[src/rtl/ps2_host_tx_if.sv]
// CPU-side handshake between the port block and the PS/2 host transmitter.
interface ps2_host_tx_if;
   logic [7:0] TX_DATA;
   logic       TX_START;
   logic       TX_BUSY;
   logic       TX_DONE;
   logic       TX_ERROR;

   modport master (output TX_DATA, output TX_START, input TX_BUSY, input TX_DONE, input TX_ERROR);
   modport slave  (input TX_DATA, input TX_START, output TX_BUSY, output TX_DONE, output TX_ERROR);
endinterface

[src/rtl/ps2_host_tx.sv]
// PS/2 host-to-device transmitter: inhibit, request-to-send, clock out 8 data + parity + stop,
// check the device ACK. Pins are open drain; OE=1 pulls the line low.
module ps2_host_tx #(
   parameter int INHIBIT_CYCLES = 6000,
   parameter int REQ_CYCLES     = 4,
   parameter int TIMEOUT_CYCLES = 750000,
   parameter int CNT_W          = 20
) (
   input  logic         CLOCK_50,
   input  logic         RESET_N,
   ps2_host_tx_if.slave cpu,
   input  logic         PS2_CLK_IN,
   input  logic         PS2_DAT_IN,
   output logic         PS2_CLK_OE,
   output logic         PS2_DAT_OE
);
   typedef enum logic [2:0] {
      S_IDLE, S_INHIBIT, S_REQ, S_SEND, S_ACK, S_WAIT_IDLE
   } state_t;

   localparam logic [CNT_W-1:0] INH_LAST = CNT_W'(INHIBIT_CYCLES - 1);
   localparam logic [CNT_W-1:0] REQ_LAST = CNT_W'(REQ_CYCLES - 1);
   localparam logic [CNT_W-1:0] TMO_LAST = CNT_W'(TIMEOUT_CYCLES - 1);
   localparam logic [CNT_W-1:0] CNT_ONE  = CNT_W'(1);

   state_t           state_q, state_d;
   logic [CNT_W-1:0] cnt_q, cnt_d;
   logic [9:0]       shift_q, shift_d;
   logic [3:0]       bitcnt_q, bitcnt_d;
   logic             clk_oe_q, clk_oe_d;
   logic             dat_oe_q, dat_oe_d;
   logic             done_q, done_d;
   logic             error_q, error_d;
   logic [1:0]       clk_sync_q, clk_sync_d;
   logic [1:0]       dat_sync_q, dat_sync_d;
   logic             clk_prev_q, clk_prev_d;

   logic clk_s, dat_s, clk_fall, timeout_hit;

   assign clk_s       = clk_sync_q[1];
   assign dat_s       = dat_sync_q[1];
   assign clk_fall    = clk_prev_q & ~clk_s;
   assign timeout_hit = (cnt_q == TMO_LAST);

   always_ff @(posedge CLOCK_50) begin
      if (!RESET_N) begin
         state_q    <= S_IDLE;
         cnt_q      <= '0;
         shift_q    <= '0;
         bitcnt_q   <= '0;
         clk_oe_q   <= 1'b0;
         dat_oe_q   <= 1'b0;
         done_q     <= 1'b0;
         error_q    <= 1'b0;
         // Idle-high sync values keep reset release from looking like a clock fall.
         clk_sync_q <= 2'b11;
         dat_sync_q <= 2'b11;
         clk_prev_q <= 1'b1;
      end else begin
         state_q    <= state_d;
         cnt_q      <= cnt_d;
         shift_q    <= shift_d;
         bitcnt_q   <= bitcnt_d;
         clk_oe_q   <= clk_oe_d;
         dat_oe_q   <= dat_oe_d;
         done_q     <= done_d;
         error_q    <= error_d;
         clk_sync_q <= clk_sync_d;
         dat_sync_q <= dat_sync_d;
         clk_prev_q <= clk_prev_d;
      end
   end

   always_comb begin
      state_d    = state_q;
      cnt_d      = cnt_q;
      shift_d    = shift_q;
      bitcnt_d   = bitcnt_q;
      clk_oe_d   = clk_oe_q;
      dat_oe_d   = dat_oe_q;
      done_d     = 1'b0;
      error_d    = 1'b0;
      clk_sync_d = {clk_sync_q[0], PS2_CLK_IN};
      dat_sync_d = {dat_sync_q[0], PS2_DAT_IN};
      clk_prev_d = clk_s;

      case (state_q)
         S_IDLE: begin
            clk_oe_d = 1'b0;
            dat_oe_d = 1'b0;
            // A start arriving alongside a completion pulse is dropped, not queued.
            if (cpu.TX_START && !done_q && !error_q) begin
               shift_d  = {1'b1, ~^cpu.TX_DATA, cpu.TX_DATA};
               bitcnt_d = '0;
               cnt_d    = '0;
               clk_oe_d = 1'b1;
               state_d  = S_INHIBIT;
            end
         end
         S_INHIBIT: begin
            if (cnt_q == INH_LAST) begin
               dat_oe_d = 1'b1;
               cnt_d    = '0;
               state_d  = S_REQ;
            end else begin
               cnt_d = cnt_q + CNT_ONE;
            end
         end
         S_REQ: begin
            if (cnt_q == REQ_LAST) begin
               clk_oe_d = 1'b0;
               cnt_d    = '0;
               state_d  = S_SEND;
            end else begin
               cnt_d = cnt_q + CNT_ONE;
            end
         end
         S_SEND: begin
            if (clk_fall) begin
               dat_oe_d = ~shift_q[0];
               shift_d  = {1'b0, shift_q[9:1]};
               bitcnt_d = bitcnt_q + 4'd1;
               cnt_d    = '0;
               if (bitcnt_q == 4'd9) begin
                  state_d = S_ACK;
               end
            end else if (timeout_hit) begin
               clk_oe_d = 1'b0;
               dat_oe_d = 1'b0;
               error_d  = 1'b1;
               cnt_d    = '0;
               state_d  = S_IDLE;
            end else begin
               cnt_d = cnt_q + CNT_ONE;
            end
         end
         S_ACK: begin
            if (clk_fall) begin
               cnt_d = '0;
               if (!dat_s) begin
                  state_d = S_WAIT_IDLE;
               end else begin
                  clk_oe_d = 1'b0;
                  dat_oe_d = 1'b0;
                  error_d  = 1'b1;
                  state_d  = S_IDLE;
               end
            end else if (timeout_hit) begin
               clk_oe_d = 1'b0;
               dat_oe_d = 1'b0;
               error_d  = 1'b1;
               cnt_d    = '0;
               state_d  = S_IDLE;
            end else begin
               cnt_d = cnt_q + CNT_ONE;
            end
         end
         S_WAIT_IDLE: begin
            if (clk_s && dat_s) begin
               done_d  = 1'b1;
               state_d = S_IDLE;
            end else if (timeout_hit) begin
               clk_oe_d = 1'b0;
               dat_oe_d = 1'b0;
               error_d  = 1'b1;
               cnt_d    = '0;
               state_d  = S_IDLE;
            end else begin
               cnt_d = cnt_q + CNT_ONE;
            end
         end
         default: begin
            clk_oe_d = 1'b0;
            dat_oe_d = 1'b0;
            state_d  = S_IDLE;
         end
      endcase
   end

   assign cpu.TX_BUSY  = (state_q != S_IDLE);
   assign cpu.TX_DONE  = done_q;
   assign cpu.TX_ERROR = error_q;
   assign PS2_CLK_OE   = clk_oe_q;
   assign PS2_DAT_OE   = dat_oe_q;
endmodule

[src/flat_wrapper.sv]
// flat-port wrapper written by rule: the top's interface ports become plain ports
module ps2_host_tx_flat 
#(
   parameter int INHIBIT_CYCLES = 6000,
   parameter int REQ_CYCLES     = 4,
   parameter int TIMEOUT_CYCLES = 750000,
   parameter int CNT_W          = 20
)
  (CLOCK_50, RESET_N, PS2_CLK_IN, PS2_DAT_IN, PS2_CLK_OE, PS2_DAT_OE, cpu_TX_DATA, cpu_TX_START, cpu_TX_BUSY, cpu_TX_DONE, cpu_TX_ERROR);
  ps2_host_tx_if cpu_i ();
  input  logic CLOCK_50;
  input  logic RESET_N;
  input  logic PS2_CLK_IN;
  input  logic PS2_DAT_IN;
  output logic PS2_CLK_OE;
  output logic PS2_DAT_OE;
  input wire logic [$bits(cpu_i.TX_DATA)-1:0] cpu_TX_DATA;
  input wire logic [$bits(cpu_i.TX_START)-1:0] cpu_TX_START;
  output wire logic [$bits(cpu_i.TX_BUSY)-1:0] cpu_TX_BUSY;
  output wire logic [$bits(cpu_i.TX_DONE)-1:0] cpu_TX_DONE;
  output wire logic [$bits(cpu_i.TX_ERROR)-1:0] cpu_TX_ERROR;
  assign cpu_i.TX_DATA = cpu_TX_DATA;
  assign cpu_i.TX_START = cpu_TX_START;
  assign cpu_TX_BUSY = cpu_i.TX_BUSY;
  assign cpu_TX_DONE = cpu_i.TX_DONE;
  assign cpu_TX_ERROR = cpu_i.TX_ERROR;
  ps2_host_tx #(.INHIBIT_CYCLES(INHIBIT_CYCLES), .REQ_CYCLES(REQ_CYCLES), .TIMEOUT_CYCLES(TIMEOUT_CYCLES), .CNT_W(CNT_W)) u_core (.CLOCK_50(CLOCK_50), .RESET_N(RESET_N), .cpu(cpu_i), .PS2_CLK_IN(PS2_CLK_IN), .PS2_DAT_IN(PS2_DAT_IN), .PS2_CLK_OE(PS2_CLK_OE), .PS2_DAT_OE(PS2_DAT_OE));
endmodule
[config.mk]
export PLATFORM = sky130hd
export DESIGN_NAME = ps2_host_tx_flat
export DESIGN_NICKNAME = d
export VERILOG_FILES = /design/src/rtl/ps2_host_tx_if.sv /design/src/rtl/ps2_host_tx.sv /design/src/flat_wrapper.sv
export SDC_FILE = /design/constraint.sdc
export NUM_CORES = 1
export LEC_CHECK = 0
export CAP_MARGIN = 10
export CORE_MARGIN = 1.5
export CORE_UTILIZATION = 39
export CTS_BUF_LIST = sky130_fd_sc_hd__clkbuf_16
export CTS_CLUSTER_SIZE = 12
export DETAILED_ROUTE_END_ITERATION = 8
export PLACE_DENSITY_LB_ADDON = 0.12
export SLEW_MARGIN = 5
export SYNTH_ARGS = -nofsm -noshare
export SYNTH_HDL_FRONTEND = slang
export SYNTH_SLANG_ARGS = --single-unit
export TNS_END_PERCENT = 50
[constraint.sdc]
create_clock -name CLOCK_50 -period 2.2 [get_ports CLOCK_50]
set_clock_uncertainty 0.05 [all_clocks]
set_input_delay 0.44 -clock CLOCK_50 [delete_from_list [all_inputs] [get_ports CLOCK_50]]
set_output_delay 0.44 -clock CLOCK_50 [all_outputs]
set_load 0.02 [all_outputs]
==> results.json, run 1 <==
{
  "regToRegSetupSlack_ns": 0.19,
  "max_slew_margin_pct": 74.2,
  "finalHoldViolCount": 0,
  "synth-simple-area-share_pct": 26.7,
  "critPathMaxStageDelay_ns": 0.57,
  "cts_tree": "built",
  "power.leakage_nw": 1.10,
  "maxSlewViolCount": 0,
  "dieHeight_microns": 80.9,
  "crit_path_start_kind": "flop",
  "hpwl_microns": 3630,
  "insertion_delay_ns": 0.28,
  "cts_max_level": 2,
  "wl_microns": 5050,
  "min_path_type": "reg2reg",
  "netlist_area_sq_um": 2360,
  "grt_overflow_total": 0,
  "drt_iter0_markers": 107,
  "status": "complete, no violations",
  "yosys_register_bits": 46,
  "crit_path_max_fanout": 12,
  "synth_edf_count": 0,
  "maxCapViolCount": 0,
  "ys_async_sr_fraction_pct": 0,
  "ios": 18,
  "grt_pass1_wl_microns": 8450,
  "layout_common_cells": "48 x nor2_1, 45 x dfxtp_1, 21 x buf_4",
  "fin_crit_sh_pct": 91.5,
  "finalSetupViolCount": 0,
  "synthXorXnorAreaFrac_pct": 10.0,
  "required_ns": 2.33,
  "grt_pass1_vias": 1796,
  "syn_to_final_growth_pct": 22.5,
  "fp.dieW_microns": 80.9,
  "cts.path.max_buffers": 2,
  "via_per_inst": 5.17,
  "io_buffers": 17,
  "synthCells": 275,
  "ys_seq_area_share_pct": 38.9,
  "drive_gt1_share_pct": 14.1,
  "synth_compound_gate_area_share_pct": 14.9,
  "finalPower_mw": 2.21,
  "synth_fp_nets": 291,
  "core-area_sq_um": 5890,
  "detail-route-antenna-nets": 0,
  "antenna_cells": 0,
  "antenna_found_initial": 0,
  "powerDensity_nw_per_um2": 762,
  "multiInputGateArea_sq_um": 1380,
  "holdBufCountCts": 0,
  "cts_sinks": 46,
  "clk_pin_slew_ns": 0.06,
  "fmax_mhz": 497,
  "final_common_cell": "nor2_1",
  "grt_use_total_pct": 16.6,
  "syn-mean-instance-area_sq_um": 8.60,
  "finalHoldWorstSlack_ns": 0.355,
  "arrival_ns": 2.14,
  "seq_area_sq_um": 922,
  "rsz0062_at_grt": "no",
  "grt_max_degree": 22,
  "rows": 28,
  "finalNetCount": 322,
  "drc": 0,
  "drtPass1Iterations": 4,
  "crit_chain": "or4_1, nor3_4, a311oi_2, nand2b_4, o21ai_2, buf_4, nor2_1",
  "peakVddDrop_mv": 0.326,
  "yosysUniqueCellTypes": 54,
  "wire_per_inst_microns": 13.2,
  "die-area_sq_um": 6540,
  "routed-via-count": 1969,
  "min_period_ns": 2.01,
  "numCtsBuffers": 5,
  "initial_core_util_pct": 40.2,
  "crit_type": "reg2reg",
  "tightest_slew_ns": 0.386,
  "synth_warnings": 0,
  "yosys.area_share.adder_pct": 1.59,
  "nFillCells": 563,
  "cp_top_family": "simple AND/OR/NAND/NOR gates",
  "synth_top_family_by_area": "simple AND/OR/NAND/NOR gates",
  "crit_slowest_cell": "or4_1",
  "crit_buf_inv": 1,
  "gp_congestion": 0.829,
  "synthMuxAreaShare_pct": 4.29,
  "critPathCaptureType": "flop",
  "cts_root_buffer": "clkbuf_16",
  "synth_flop_cell": "dfxtp_1"
}
==> report_power, final <==
group | internal (mW) | switching, mW
clock | 0.406 | 0.292
combinational | 0.277 | 0.290
sequential | 0.896 | 0.0458
==> cell usage after synthesis (all sizes together), types with 2 or more instances <==
cell type | count | area share [%]
xor2 | 12 | 4.4
buf | 8 | 1.9
nand4 | 7 | 1.9
nand2b | 10 | 3.0
nor2 | 48 | 7.6
dfxtp | 46 | 39
o21ai | 11 | 2.5
nor3 | 5 | 1.3
o22ai | 2 | 0.53
mux2i | 9 | 3.8
nor3b | 3 | 1.4
a211oi | 10 | 3.2
inv | 3 | 0.48
or3 | 3 | 0.79
and3 | 5 | 1.4
or4 | 2 | 0.79
a31o | 2 | 1.1
xnor2 | 15 | 5.6
nor4 | 5 | 1.6
nand3 | 9 | 1.9
ha | 3 | 1.6
a21oi | 9 | 1.9
nand2 | 17 | 2.7
clkbuf | 7 | 1.1
a31oi | 3 | 0.79
nor2b | 3 | 0.79
==> sequential cells by signal, indices dropped and copies added, names as in the netlist <==
name,flops
u_core.state_q,3
u_core.clk_sync_q,2
u_core.cpu.TX_DONE,1
u_core.PS2_CLK_OE,1
u_core.dat_sync_q,2
u_core.shift_q,10
u_core.cnt_q,20
u_core.PS2_DAT_OE,1
u_core.cpu.TX_ERROR,1
u_core.bitcnt_q,4
u_core.clk_prev_q,1
==> stage by stage <==
step                instances  util, %  setup TNS (ns)  area [sq um]  setup slack, ns
finish                    381     49.2               0          2900            0.188
CTS                       381     48.7               0          2870         0.000818
global placement          374     46.5          -0.229          2740          -0.0459
global route              381     49.2               0          2900           0.0185
floorplan                 275        -               0          2360            0.301
detailed placement        374     46.5          -0.423          2740          -0.0761
==> cell families after synthesis <==
| family | count (synthesis) |
|---|---|
| buf+inv | 19 |
| mux | 10 |
| xor+xnor | 27 |
| compound gates | 48 |
| flops | 46 |
| simple gates | 122 |
| fa+ha+maj | 3 |
==> worst paths after layout <==
path,start,end,cells past startpoint
worst max-delay path,u_core.cnt_q[7],u_core.cnt_q[4],7
worst min-delay path,u_core.clk_sync_q[0],u_core.clk_sync_q[1],1
worst max register to register,u_core.cnt_q[7],u_core.cnt_q[4],7
worst min register to register,u_core.clk_sync_q[0],u_core.clk_sync_q[1],1
==> worst register-to-register path, stage by stage, from the launching register on <==
cell and delay (ns):
dfxtp_1 0.35, or4_1 0.57, nor3_4 0.19, a311oi_2 0.15
nand2b_4 0.18, o21ai_2 0.15, buf_4 0.20, nor2_1 0.07
==> area by class of cell <==
cell class / instances / area share [%]
clock inverter: 2 / 0.259
sequential: 46 / 31.8
timing repair buffer: 39 / 12.1
clock buffer: 5 / 4.32
inverter: 4 / 0.518
tap: 75 / 3.24
multi-input combinational: 210 / 47.7
==> timing repair <==
| action | 4_1_cts | 5_1_grt |
|---|---|---|
| gates resized for setup | 1 | 5 |
| endpoints found under the hold margin | 0 | 0 |
| setup endpoints to repair | 1 | 9 |
| setup buffers | 0 | 0 |
==> metal layers <==
metal	part of all wire [%]	vias up	GRT usage [%]
met5	0	-	0
met4	1.6	0	5.34
met3	4.6	8	4.04
met2	44	44	24.8
met1	49	888	23.4
li1	-	1029	-
(Power assumes the default switching activity.)
==> inputs of run 2 (changes only) <==
Settings changed: SKIP_CTS_REPAIR_TIMING from default to 1.
==> run 2 against run 1 <==
Worst setup slack got worse by 0.0019 ns. Via count rose by 0.30%. Register-to-register slack barely moved. Final cell count did not move. Sequential share of layout area did not move. Clock power rose by 0.6%. Die area did not move. Count of clock-buffer cells in the layout did not move. Critical path depth did not move. Maximum frequency barely moved. Sequential power barely moved. Sequential cell count did not move. Largest power group unchanged.
==> results.json, run 2 (synthesized netlist as in run 1, its figures left out) <==
{
  "gr-max-usage-layer": "met2",
  "rows": 28,
  "tightest_slew_ns": 0.391,
  "insertion_delay_ns": 0.28,
  "power_frac_comb_pct": 25.7,
  "cts_max_level": 2,
  "grt_max_degree": 22,
  "use_met2_pct": 24.2,
  "via_per_inst": 5.18,
  "largest_reg_flops": 20,
  "drt_iter0_markers": 113,
  "fp.dieW_microns": 80.9,
  "final_common_cell": "nor2_1",
  "hp-start": "u_core.clk_sync_q[0]",
  "die-area_sq_um": 6540,
  "reg.largest.list": "u_core.cnt_q x20, u_core.shift_q x10, u_core.bitcnt_q x4",
  "ios": 18,
  "clk_pin_slew_ns": 0.06,
  "drive_gt1_share_pct": 14.1,
  "wire_per_inst_microns": 13.3,
  "switchingPower_uw": 632,
  "drc": 0,
  "crit_type": "reg2reg",
  "status": "complete, no violations",
  "detail-route-antenna-nets": 0,
  "initial_core_util_pct": 40.2,
  "core-area_sq_um": 5890,
  "critical_path.startpoint": "u_core.cnt_q[15]",
  "dieHeight_microns": 80.9,
  "io_buffers": 17,
  "cts.path.max_buffers": 2,
  "min_period_ns": 2.01,
  "arrival_ns": 2.14,
  "power.share.switching_pct": 28.6,
  "finalNetCount": 322,
  "numCtsBuffers": 5,
  "grtUsageMet3_pct": 4.04,
  "power.share.clock_pct": 31.7,
  "grt_pass1_wl_microns": 8380,
  "cts_tree": "built",
  "wl_microns": 5060,
  "timing.setup.tns_ns": 0,
  "finalSetupViolCount": 0,
  "maxCapViolCount": 0,
  "antenna_cells": 0,
  "crit_path_start_kind": "flop",
  "hpwl_microns": 3630,
  "syn_to_final_growth_pct": 22.5,
  "power.leakage_nw": 1.10,
  "rsz0062_at_grt": "no",
  "grt_overflow_total": 0,
  "drtPass1Iterations": 5,
  "grt_pass1_vias": 1787,
  "crit_path_max_fanout": 12,
  "powerDensity_nw_per_um2": 763,
  "antenna_found_initial": 0,
  "layout_common_cells": "48 x nor2_1, 45 x dfxtp_1, 21 x buf_4",
  "grt_use_total_pct": 16.4,
  "cts_root_buffer": "clkbuf_16",
  "max_slew_margin_pct": 73.9,
  "internal_power_mw": 1.58,
  "required_ns": 2.33,
  "critPathCaptureType": "flop",
  "peakVddDrop_mv": 0.330,
  "largest_register": "u_core.cnt_q",
  "grt_util_met1_pct": 23.4,
  "min_path_type": "reg2reg",
  "final_area_sq_um": 2900,
  "seq_power_share_pct": 42.6,
  "maxSlewViolCount": 0,
  "fin_crit_sh_pct": 91.6,
  "finalHoldViolCount": 0,
  "timing.rr.start": "u_core.cnt_q[15]",
  "dp_slack_ns": -0.0761,
  "fmax_mhz": 496,
  "fin_ws_ns": 0.186,
  "finalHoldWorstSlack_ns": 0.355,
  "cts_sinks": 46,
  "post_dp_cell_area_sq_um": 2740,
  "gp_congestion": 0.829,
  "routed-via-count": 1975
}
-- run 2: power by group through the flow --
stage	sequential (mW)	combinational (mW)	clock (mW)
4_1_cts	0.941	0.567	0.722
3_5_place_dp	0.959	0.565	0
5_1_grt	0.951	0.629	0.756
6_report	0.942	0.567	0.702
2_1_floorplan	0.950	0.393	0
3_3_place_gp	0.959	0.563	0
-- run 2: critical path, stage by stage (launching register included) --
cell and delay, ns:
dfxtp_1 0.34, or4_4 0.57, nor4_4 0.19, a311oi_2 0.16
nand2b_4 0.18, o21ai_2 0.15, buf_4 0.20, nor2_1 0.06
-- run 2: area by class of cell --
cell class | instances | area [sq um]
Clock buffer | 5 | 125
Timing Repair Buffer | 39 | 350
Clock inverter | 2 | 7.51
Fill cell | 563 | 2990
Tap cell | 75 | 93.8
Inverter | 4 | 15.0
Multi-Input combinational cell | 210 | 1380
Sequential cell | 46 | 922
-- run 2: per-stage QoR --
| stage | cells | util [%] | power, mW |
|---|---|---|---|
| final | 381 | 49.2 | 2.21 |
| after detailed placement | 374 | 46.5 | 1.52 |
| after floorplan | 275 | - | 1.34 |
| after CTS | 381 | 48.7 | 2.23 |
| after global routing | 381 | 49.2 | 2.34 |
| after global placement | 374 | 46.5 | 1.52 |
-- run 2: final timing paths --
path                            slack, ns  cells after the start                   end
worst min-delay path                 0.36                      1  u_core.clk_sync_q[1]
worst max-delay path                 0.19                      7       u_core.cnt_q[4]
worst min register to register       0.36                      1  u_core.clk_sync_q[1]
worst max register to register       0.19                      7       u_core.cnt_q[4]
-- run 2: routing by layer --
metal / wire length [microns] / vias to the layer above
li1: - / 1031
met1: 2520 / 901
met2: 2270 / 36
met3: 189 / 7
met4: 82 / 0
met5: 0 / -
==> inputs of run 3 (changes only) <==
Settings changed: ABC_AREA from default to 1.
==> run 3 against run 2 <==
Worst hold slack better by 0.0079 ns. Global-route usage grew 0.87 points. Utilization fell by 2.4 points. Sequential power up 8%. Final cell count up 42%. Area after synthesis up 18%. Power is 22% higher. Register-to-register slack better by 0.21 ns. Clock power increased by 5.4%. Critical path depth fell by 2. Worst setup slack worse by 0.055 ns. Critical endpoint is now cpu_TX_BUSY. Largest power group unchanged.
==> results.json, run 3 <==
{
  "status": "complete, no violations",
  "tightest_slew_ns": 0.365,
  "layout_common_cells": "116 x nand2_1, 55 x nor2_1, 46 x dfxtp_1",
  "synthCells": 424,
  "finalSetupViolCount": 0,
  "fp.dieW_microns": 87.6,
  "timing.critical_path.to": "cpu_TX_BUSY",
  "ios": 18,
  "yosysUniqueCellTypes": 40,
  "reg.largest.list": "u_core.cnt_q x20, u_core.shift_q x10, u_core.bitcnt_q x4",
  "reg2regPathDepth": 10,
  "cts_root_buffer": "clkbuf_16",
  "die-area_sq_um": 7670,
  "drt_iter0_markers": 66,
  "synth_edf_count": 0,
  "core-area_sq_um": 6870,
  "final_area_sq_um": 3220,
  "maxSlewViolCount": 0,
  "synth_most_common_cell": "nand2_1",
  "gp_congestion": 0.816,
  "synth_warnings": 0,
  "dieHeight_microns": 87.6,
  "netlist_area_sq_um": 2790,
  "insertion_delay_ns": 0.28,
  "drc": 0,
  "fin_crit_sh_pct": 94.1,
  "cts.path.max_buffers": 2,
  "yosysTopAreaCell": "dfxtp_1",
  "min_path_type": "reg2reg",
  "regToRegSetupSlack_ns": 0.40,
  "rsz0062_at_grt": "no",
  "crit_path_max_fanout": 4,
  "syn-mean-instance-area_sq_um": 6.58,
  "r2r-end": "u_core.cnt_q[18]",
  "syn_to_final_growth_pct": 15.3,
  "nFillCells": 738,
  "maxCapViolCount": 0,
  "critical_path.startpoint": "u_core.state_q[2]",
  "synth_area_leaders": "dfxtp_1 33%, nand2_1 16%, nor2_1 7.4%",
  "timing.setup.tns_ns": 0,
  "power.leakage_nw": 1.32,
  "multiInputGateArea_sq_um": 1610,
  "rows": 30,
  "cts_sinks": 46,
  "initial_core_util_pct": 40.6,
  "powerDensity_nw_per_um2": 836,
  "grt_max_degree": 18,
  "largest_register": "u_core.cnt_q",
  "yosys.area.top_type_share_pct": 33.0,
  "antenna_found_initial": 0,
  "arrival_ns": 1.58,
  "critPathCaptureType": "primary output",
  "wl_microns": 6120,
  "drtPass1Iterations": 4,
  "final_common_cell": "nand2_1",
  "detail-route-antenna-nets": 0,
  "ys_async_sr_fraction_pct": 0,
  "cts_max_level": 2,
  "grt_overflow_total": 0,
  "via_per_inst": 4.81,
  "clk_pin_slew_ns": 0.07,
  "wire_per_inst_microns": 11.3,
  "seq_area_sq_um": 921,
  "timing.rr.start": "u_core.cnt_q[8]",
  "min_period_ns": 2.07,
  "max_slew_margin_pct": 75.7,
  "finalHoldViolCount": 0,
  "peakVddDrop_mv": 0.541,
  "numCtsBuffers": 5,
  "largest_reg_flops": 20,
  "io_buffers": 17,
  "post_dp_cell_area_sq_um": 3070,
  "cts_tree": "built",
  "drive_gt1_share_pct": 12.8,
  "fin_ws_ns": 0.130,
  "synth_fp_nets": 440,
  "finalNetCount": 460,
  "synth_common_cells": "116 x nand2_1, 55 x nor2_1, 46 x dfxtp_1",
  "antenna_cells": 0,
  "finalPower_mw": 2.69,
  "fmax_mhz": 483,
  "synth_flop_cell": "dfxtp_1",
  "grt_pass1_wl_microns": 10600,
  "grt_use_total_pct": 17.3,
  "crit_path_start_kind": "flop",
  "grt_pass1_vias": 2431,
  "yosys_register_bits": 46,
  "ys_seq_area_share_pct": 33.0,
  "crit_type": "reg2out",
  "dp_slack_ns": 0.0681,
  "required_ns": 1.71,
  "routed-via-count": 2601,
  "hpwl_microns": 4640
}
==> run 3: cell count changes after synthesis, moves of 9 or more <==
cell	change
a211oi_1	-9
inv_1	+35
mux2i_1	-9
nand2_1	+99
nand2b_1	-9
nand3_1	+19
nor2_2	+14
o21ai_0	+10
xnor2_1	-11
==> run 3: worst max-delay path: stages, from the launching register on <==
cell and delay, ns:
dfxtp_1 0.39, inv_2 0.09, nand2_2 0.11, nor2_2 0.05
inv_1 0.07, clkdlybuf4s50_1 0.59
==> run 3: metrics by stage <==
step                      util, %  hold WS (ns)  std cells
after floorplan                 -         0.343        424
after global placement       44.8         0.344        533
after detailed placement     44.8         0.348        533
after CTS                    46.8         0.365        541
after global routing         46.8         0.384        541
final                        46.8         0.363        541
==> run 3: report_power, final <==
part,leakage (nW),switching [mW],internal [mW]
Combinational,0.874,0.576,0.357
Sequential,0.375,0.0767,0.940
Clock,0.0750,0.322,0.417
Total,1.32,0.975,1.71
==> run 3: final cells by class <==
type | instances | area share, %
Timing Repair Buffer | 24 | 7.31
Clock inverter | 3 | 0.545
Sequential cell | 46 | 28.6
Inverter | 49 | 5.76
Multi-Input combinational cell | 318 | 50.1
Tap cell | 96 | 3.73
Clock buffer | 5 | 3.89
==> run 3: how the worst min path moves through the flow <==
stage	startpoint	end	slack, ns	depth (start not counted)
2_1_floorplan	u_core.clk_sync_q[0]	u_core.clk_sync_q[1]	0.34	1
3_3_place_gp	u_core.dat_sync_q[0]	u_core.dat_sync_q[1]	0.34	1
3_5_place_dp	u_core.dat_sync_q[0]	u_core.dat_sync_q[1]	0.35	1
4_1_cts	u_core.dat_sync_q[0]	u_core.dat_sync_q[1]	0.36	1
5_1_grt	u_core.clk_sync_q[0]	u_core.clk_sync_q[1]	0.38	1
6_report	u_core.clk_sync_q[0]	u_core.clk_sync_q[1]	0.36	1
==> run 3: cell families (layout without fill, tap and decap cells) <==
group	Yosys count	in the layout	share of synthesized area, %
adders and majority gates	3	3	1.35
DFF	46	46	33.0
and+or+nand+nor	252	252	42.1
buffers and inverters	60	81	9.15
xor gates and xnor gates	12	12	3.77
AOI/OAI and AO/OA	51	51	10.6
==> run 3: routing by layer <==
metal  GRT usage [%]  share of wire (%)
met2            30.7                 48
met3            2.83                2.5
met5               0                  0
met1            21.7                 48
met4            4.76                1.1
